File: config.mk
export PLATFORM = sky130hd
export DESIGN_NAME = player_input_queue_flat
export DESIGN_NICKNAME = d
export VERILOG_FILES = /design/src/rtl/player_input_queue_if.sv /design/src/rtl/player_input_queue.sv /design/src/flat_wrapper.sv
export SDC_FILE = /design/constraint.sdc
export NUM_CORES = 1
export LEC_CHECK = 0
export ABC_AREA = 0
export BUFFER_PORTS_ARGS = -buffer_cell sky130_fd_sc_hd__buf_4
export CORE_MARGIN = 1.5
export CORE_UTILIZATION = 51
export DETAILED_ROUTE_END_ITERATION = 8
export PLACE_DENSITY = 0.74
export SLEW_MARGIN = 20
export SYNTH_ARGS = -nofsm -noshare
export SYNTH_HDL_FRONTEND = slang
export SYNTH_SLANG_ARGS = --single-unit
File: constraint.sdc
create_clock -name clock -period 2.8 [get_ports clock]
set_clock_uncertainty 0.05 [all_clocks]
set_input_delay 0.42 -clock clock [delete_from_list [all_inputs] [get_ports clock]]
set_output_delay 0.42 -clock clock [all_outputs]
set_load 0.02 [all_outputs]
File: src/rtl/player_input_queue_if.sv
// Handshake bundle between a per-player input queue and its producer/consumer.
// The master side drives control pulses, flush and ready; the slave is the queue.
interface player_input_queue_if #(
  parameter int AW = 2
) ();
  logic [3:0]  ctrl_in;
  logic        flush;
  logic        act_ready;
  logic [3:0]  act_out;
  logic        act_valid;
  logic [AW:0] count;
  logic        full;
  logic        overflow;

  modport master (
    output ctrl_in, flush, act_ready,
    input  act_out, act_valid, count, full, overflow
  );

  modport slave (
    input  ctrl_in, flush, act_ready,
    output act_out, act_valid, count, full, overflow
  );
endinterface

File: src/rtl/player_input_queue.sv
// Per-player action FIFO with repeated-code holdoff filtering and valid/ready drain.
// Define INPUT_QUEUE_DROP_OLDEST_EN to overwrite the oldest entry on overflow instead of dropping the new one.
module player_input_queue #(
  parameter int DEPTH   = 4,
  parameter int AW      = 2,
  parameter int HOLDOFF = 8
) (
  input  logic                 clock,
  input  logic                 reset,
  player_input_queue_if.slave  q
);

  localparam int          HW        = $clog2(HOLDOFF + 1);
  localparam logic [AW:0] DEPTH_C   = (AW + 1)'(DEPTH);
  localparam logic [HW-1:0] HOLD_C  = HW'(HOLDOFF);

  typedef logic [3:0] code_t;

  logic [AW-1:0] wr_ptr_q, wr_ptr_d;
  logic [AW-1:0] rd_ptr_q, rd_ptr_d;
  logic [AW:0]   count_q, count_d;
  code_t         last_code_q, last_code_d;
  logic [HW-1:0] holdoff_q, holdoff_d;
  logic          overflow_q, overflow_d;
  code_t         mem_q [DEPTH];

  logic is_full, is_empty, accept, pop, push, wr_en;

  function automatic logic is_legal(input code_t c);
    case (c)
      4'b0001, 4'b1000, 4'b0100, 4'b0010, 4'b0011, 4'b1100: return 1'b1;
      default:                                            return 1'b0;
    endcase
  endfunction

  always_comb begin
    // NOTE: every signal driven here gets a default first, so no path can infer a latch.
    wr_ptr_d    = wr_ptr_q;
    rd_ptr_d    = rd_ptr_q;
    count_d     = count_q;
    last_code_d = last_code_q;
    holdoff_d   = holdoff_q;
    overflow_d  = 1'b0;
    wr_en       = 1'b0;
    push        = 1'b0;

    is_full  = (count_q == DEPTH_C);
    is_empty = (count_q == '0);
    accept   = is_legal(q.ctrl_in) &&
               !((q.ctrl_in == last_code_q) && (holdoff_q != '0));
    pop      = !is_empty && q.act_ready;

    if (q.flush) begin
      wr_ptr_d    = '0;
      rd_ptr_d    = '0;
      count_d     = '0;
      last_code_d = '0;
      holdoff_d   = '0;
    end else begin
      if (accept) begin
        last_code_d = q.ctrl_in;
        holdoff_d   = HOLD_C;
      end else if (holdoff_q != '0) begin
        holdoff_d = holdoff_q - HW'(1);
      end

      push = accept && (!is_full || pop);
      if (push) begin
        wr_en    = 1'b1;
        wr_ptr_d = wr_ptr_q + AW'(1);
      end
      if (pop) begin
        rd_ptr_d = rd_ptr_q + AW'(1);
      end

      if (accept && is_full && !pop) begin
        overflow_d = 1'b1;
`ifdef INPUT_QUEUE_DROP_OLDEST_EN
        // When full, wr_ptr == rd_ptr: overwrite the oldest slot and slide the window.
        wr_en    = 1'b1;
        wr_ptr_d = wr_ptr_q + AW'(1);
        rd_ptr_d = rd_ptr_q + AW'(1);
`endif
      end

      case ({push, pop})
        2'b10:   count_d = count_q + (AW + 1)'(1);
        2'b01:   count_d = count_q - (AW + 1)'(1);
        default: count_d = count_q;
      endcase
    end
  end

  // NOTE: sequential state uses non-blocking assignments so all flops see pre-edge values.
  always_ff @(posedge clock) begin
    if (!reset) begin
      wr_ptr_q    <= '0;
      rd_ptr_q    <= '0;
      count_q     <= '0;
      last_code_q <= '0;
      holdoff_q   <= '0;
      overflow_q  <= 1'b0;
    end else begin
      wr_ptr_q    <= wr_ptr_d;
      rd_ptr_q    <= rd_ptr_d;
      count_q     <= count_d;
      last_code_q <= last_code_d;
      holdoff_q   <= holdoff_d;
      overflow_q  <= overflow_d;
    end
  end

  // NOTE: storage is not reset; count gates act_out, so stale contents are never visible.
  always_ff @(posedge clock) begin
    if (wr_en) begin
      mem_q[wr_ptr_q] <= q.ctrl_in;
    end
  end

  assign q.act_valid = !is_empty;
  assign q.act_out   = is_empty ? 4'b0000 : mem_q[rd_ptr_q];
  assign q.count     = count_q;
  assign q.full      = is_full;
  assign q.overflow  = overflow_q;

endmodule
File: src/flat_wrapper.sv
// flat-port wrapper written by rule: the top's interface ports become plain ports
module player_input_queue_flat 
#(
  parameter int DEPTH   = 4,
  parameter int AW      = 2,
  parameter int HOLDOFF = 8
)
  (clock, reset, q_ctrl_in, q_flush, q_act_ready, q_act_out, q_act_valid, q_count, q_full, q_overflow);
  player_input_queue_if #(.AW(AW)) q_i ();
  input  logic clock;
  input  logic reset;
  input wire logic [$bits(q_i.ctrl_in)-1:0] q_ctrl_in;
  input wire logic [$bits(q_i.flush)-1:0] q_flush;
  input wire logic [$bits(q_i.act_ready)-1:0] q_act_ready;
  output wire logic [$bits(q_i.act_out)-1:0] q_act_out;
  output wire logic [$bits(q_i.act_valid)-1:0] q_act_valid;
  output wire logic [$bits(q_i.count)-1:0] q_count;
  output wire logic [$bits(q_i.full)-1:0] q_full;
  output wire logic [$bits(q_i.overflow)-1:0] q_overflow;
  assign q_i.ctrl_in = q_ctrl_in;
  assign q_i.flush = q_flush;
  assign q_i.act_ready = q_act_ready;
  assign q_act_out = q_i.act_out;
  assign q_act_valid = q_i.act_valid;
  assign q_count = q_i.count;
  assign q_full = q_i.full;
  assign q_overflow = q_i.overflow;
  player_input_queue #(.DEPTH(DEPTH), .AW(AW), .HOLDOFF(HOLDOFF)) u_core (.clock(clock), .reset(reset), .q(q_i));
endmodule
==> out/metrics.cfg, run 1 <==
[worst_setup_path]
cp.required_ns=2.98
arrival_ns=2.80
critPathLaunchType=flip-flop
critPathKind=flip-flop to flip-flop
critPathMaxFanout=5
cpMaxStageDelayCell=or3b_2
path_buf_inv=1
crit_family=simple AND/OR/NAND/NOR gates
critical_path.cell_chain=inv_1, ha_1, or3b_1, and2_2, a21o_1, nand2_1, fa_1, or3b_2, a211oi_2, a31oi_1, mux2i_1
slowest_delay_ns=0.48
endpoint_kind=flip-flop

[finish]
n_antenna_cell=0
layout-drive-gt1-share=0.2372
layout_common_cells=21 x buf_4, 17 x dfxtp_1, 16 x edfxtp_1, 13 x nor2_1, 9 x and2_1
fin_nets=170
final_cells=187
final_common_cell=buf_4
area_growth_pct=15.01

[yosys]
synth_largest_area_cell=edfxtp_1
ys_ff_latch=34
ys_seq_area_frac=0.5393
synth_cell_types=34
netlist.area_leader.share=0.3082
synth_cells=130
syn-num-nets=145
yosys_warnings=0
syn_area_per_cell_sq_um=11.99
yosys-top-cells-area=edfxtp_1 31%, dfxtp_1 23%, mux4_2 5.8%
syn-cell-area_sq_um=1559

[timing]
post-route-period-util=0.9390
slew_violations=0
rsz0062_at_grt=false
max_freq_ghz=0.3803
maxSlewHeadroom=0.6612
fin_tns_setup_ns=0
worstMarginPinSlew_ns=0.5051
fin_ws_ns=0.1707
hold_viol=0
period_minus_slack_ns=2.629
finalSetupViolCount=0

[detailed_routing]
viasPerCell=5.380
initialDrtViolationCount=66
wire_per_inst_microns=14.51
ant_nets=0
wirelength_mm=2.714
dr_total_vias=1006
drc_errors=0
dr.pass1.iters=6

[hold_path]
hold_class=primary input to flip-flop

[place]
io_buffers=17
hpwlAfterDp_mm=2.045
dp.cells=179
dp_slack_ns=0.1104
gp_congestion=0.7948

[floorplanning]
start_util=0.5511
num_io_pins=18
core_sq_um=2829
die_h_microns=58.29
die_w_microns=58.29
rows=19
die_area_sq_um=3398

[cts]
cts_resized=0
cts_tree=yes
cts_made_buffers=5
h-tree-depth=2
path_clk_slew_ns=0.10
numClockSinks=34
hold_buffers=0
cts_root_buffer=clkbuf_4
cts_buffer_depth=2
clk_latency_ns=0.33
post_cts_buffers=0

[global_routing]
antenna_found_initial=0
groute.usage.overall=0.1906
grt_pass1_wl_mm=4.616
grt_pass1_vias=1012
overflow=0
grt_max_degree=12

[power]
vdd_drop_max_mv=0.3094
power_leakage_uw=0.0006979
power_density_nw_per_um2=537.2

[outcome]
outcome=finished, final reports clean

[job]
cap_violations=0

stage by stage:
stage,area [sq um],power [uW],utilization,hold slack [ns]
after global routing,1793,1008,0.6338,0.2579
after detailed placement,1737,723.1,0.6139,0.4528
after global placement,1737,718.1,0.6139,0.4365
after floorplan,1559,668.9,-,0.4287
final,1793,963.2,0.6338,0.2650
after CTS,1785,972.7,0.6311,0.2534
routing by layer:
layer  vias to the layer above  share of wire  track usage
met5                         -              0            0
met4                         0          0.022      0.08970
met3                         5          0.038      0.07253
met2                        19           0.48       0.2937
met1                       477           0.46       0.2372
li1                        505              -            -
path summary, 6_finish.rpt:
check | start | depth (start not counted) | slack [ns] | endpoint
worst max-delay path | u_core.holdoff_q[1]$_SDFFE_PP0P_ | 11 | 0.17 | u_core.q.count[2]$_SDFFE_PP0P_
worst min-delay path | q_ctrl_in[2] | 1 | 0.27 | u_core.mem_q[1][2]$_DFFE_PP_
worst max register to register | u_core.holdoff_q[1]$_SDFFE_PP0P_ | 11 | 0.17 | u_core.q.count[2]$_SDFFE_PP0P_
worst min register to register | u_core.q.count[2]$_SDFFE_PP0P_ | 2 | 0.46 | u_core.q.count[2]$_SDFFE_PP0P_
cell usage after synthesis, drive strengths merged:
cell type,instances
o22ai,1
nand2,8
and2,11
dfxtp,18
mux4,4
buf,1
xnor2,5
a21o,1
o21ai,1
clkbuf,2
a31oi,1
nand3,1
nor3,3
nor2,13
nor2b,2
nand2b,2
a21oi,3
fa,1
o221a,1
and3,1
nor3b,1
or3,3
mux2i,6
a211oi,4
or3b,2
ha,6
xor2,5
inv,6
edfxtp,16
o31ai,1
kinds of logic (layout without fill, tap and decap cells):
kind of cell    count (synthesis)  after routing  synth area share
compound gates                 13             13           0.06019
xor+xnor                       10             10           0.05618
fa+ha+maj                       7              7           0.06099
buf+inv                         9             35           0.02649
flops                          34             34            0.5393
mux                            10             10           0.09631
simple gates                   47             47            0.1605
registers in the layout, indices dropped and copies added (netlist names), named ones only:
name / cells
u_core.wr_ptr_q: 2
u_core.mem_q: 16
u_core.rd_ptr_q: 2
u_core.q.overflow: 1
u_core.q.count: 3
u_core.last_code_q: 4
u_core.holdoff_q: 4
cell type report:
type | instances | area [sq um]
clock buffer | 8 | 48.80
sequential | 34 | 842.1
multi-input combinational | 87 | 683.2
inverter | 6 | 22.52
fill | 234 | 1036
timing repair buffer | 21 | 157.7
tap | 31 | 38.79
power breakdown:
| group | internal (uW) | switching [uW] | leakage [uW] |
|---|---|---|---|
| sequential | 534 | 11.1 | 0.000291 |
| combinational | 78.6 | 88.5 | 0.000380 |
| clock | 100 | 151 | 0.0000265 |
Power figures use the tool's default switching activity.
==> run 2, diff against run 1 <==
Settings changed: BUFFER_PORTS_ARGS -buffer_cell sky130_fd_sc_hd__buf_4 to not set, CORE_UTILIZATION 51 to 55, CTS_CLUSTER_SIZE set to 14, DONT_BUFFER_PORTS set to 1, PLACE_DENSITY 0.74 to 0.73.
==> run 2 against run 1 <==
- setup slack improved by 0.019 ns
- sequential power barely moved
- via count fell by 5.7%
- critical path type unchanged
==> out/metrics.cfg, run 2 (synthesis results as in run 1) <==
[outcome]
outcome=finished, final reports clean

[cts]
numClockSinks=34
path_clk_slew_ns=0.11
cts_tree=yes
cts_root_buffer=clkbuf_4
cts_made_buffers=5
hold_buffers=0
h-tree-depth=2
cts_buffer_depth=2
clk_latency_ns=0.33

[global_routing]
groute.usage.overall=0.1878
antenna_found_initial=0
overflow=0
grt_pass1_vias=979
grt_pass1_wl_mm=4.333
grt_max_degree=12

[timing]
post-route-period-util=0.9323
period_minus_slack_ns=2.610
max_freq_ghz=0.3831
finalSetupViolCount=0
fin_tns_setup_ns=0
slew_violations=0
worstMarginPinSlew_ns=0.4899
maxSlewHeadroom=0.6734
whs_ns=0.1225
hold_viol=0
rsz0062_at_grt=false

[detailed_routing]
ant_nets=0
drc_errors=0
route.met3.wl_microns=135
dr.pass1.iters=4
top_layer_used=met4
wl_met1_mm=1.073
viasPerCell=5.517
dr_total_vias=949
wl_met2_mm=1.229
initialDrtViolationCount=30
wirelength_mm=2.478
wire_per_inst_microns=14.41

[floorplanning]
start_util=0.5703
rows=19
num_io_pins=18
die_w_microns=56.24
die_h_microns=56.24
die_area_sq_um=3163
core_sq_um=2734

[worst_setup_path]
critPathMaxFanout=5
worstRegToRegCells=11
critPathKind=flip-flop to flip-flop
critPathLaunchType=flip-flop
endpoint_kind=flip-flop
arrival_ns=2.79
cp.required_ns=2.98
reg2reg_setup_slack_ns=0.19

[finish]
final_util=0.6137
final_common_cell=dfxtp_1
regArea_sq_um=842.1
layout-drive-gt1-share=0.1560
top_regs=u_core.mem_q x16, u_core.holdoff_q x4, u_core.last_code_q x4
largest_reg_flops=16
fin_nets=155
n_antenna_cell=0
area_growth_pct=7.624
final_area_sq_um=1678
layout_common_cells=17 x dfxtp_1, 16 x edfxtp_1, 13 x nor2_1, 9 x and2_1, 8 x nand2_1
max_flop_register=u_core.mem_q
fill_cells=218
multi_input_area_sq_um=679.4

[hold_path]
min_delay_path_depth=0
hold_class=primary input to flip-flop

[place]
hpwlAfterDp_mm=1.891
postPlaceCellArea_sq_um=1624
io_buffers=0
gp_congestion=0.8562

[power]
power_density_nw_per_um2=556.9
power_leakage_uw=0.0006245
vdd_drop_max_mv=0.4608

[job]
cap_violations=0

-- run 2: cell types whose count changed in the layout (fill, tap and decap cells not counted), sizes merged --
cell / delta
clkinv: +2
clkbuf: -2
buf: -15
-- run 2: worst paths after layout --
kind	from	end
hold / removal	q_ctrl_in[0]	u_core.mem_q[2][0]$_DFFE_PP_
setup reg to reg	u_core.holdoff_q[0]$_SDFFE_PP0P_	u_core.q.count[2]$_SDFFE_PP0P_
hold reg to reg	u_core.rd_ptr_q[1]$_SDFFE_PP0P_	flip-flop
setup / recovery	u_core.holdoff_q[0]$_SDFFE_PP0P_	u_core.q.count[2]$_SDFFE_PP0P_
-- run 2: layout make-up --
cell class	instances	area share
repair buffers	6	0.02685
clock buffers	6	0.02461
flip-flops and latches	34	0.5019
inverters	6	0.01342
well taps	31	0.02312
clock inverters	2	0.005220
multi-input cells	87	0.4049
-- run 2: per-layer routing --
metal	up-vias	track usage
met1	452	0.2177
met3	5	0.08140
met4	0	0.07143
li1	475	-
met5	-	0
met2	17	0.3076
-- run 2: what timing repair did --
action | CTS | global route
resized for setup | 0 | 2
setup buffers | 0 | 0
setup endpoints to repair | 0 | 1
-- run 2: critical path: stages (launching register included) --
cell and delay [ns]:
dfxtp_2 0.37, inv_1 0.06, ha_1 0.20, or3b_1 0.18, and2_4 0.16, a21o_1 0.14
nand2_1 0.07, fa_1 0.38, or3b_2 0.47, a211oi_1 0.22, a31oi_1 0.08, mux2i_1 0.13
-- run 2: where the power goes --
| part | leakage (uW) | total (uW) | internal [uW] | switching, uW |
|---|---|---|---|---|
| Combinational | 0.000303 | 136 | 63.1 | 73.0 |
| Clock | 0.0000297 | 249 | 94.2 | 155 |
| Sequential | 0.000291 | 549 | 535 | 14.6 |
-- run 2: through the flow --
stage | setup slack (ns) | std cells | total power (uW)
3_3_place_gp | 0.2465 | 164 | 691.8
4_1_cts | 0.09601 | 172 | 944.7
2_1_floorplan | 0.05450 | 130 | 668.9
3_5_place_dp | 0.1172 | 164 | 696.1
5_1_grt | 0.005872 | 172 | 981.4
6_report | 0.1897 | 172 | 934.4
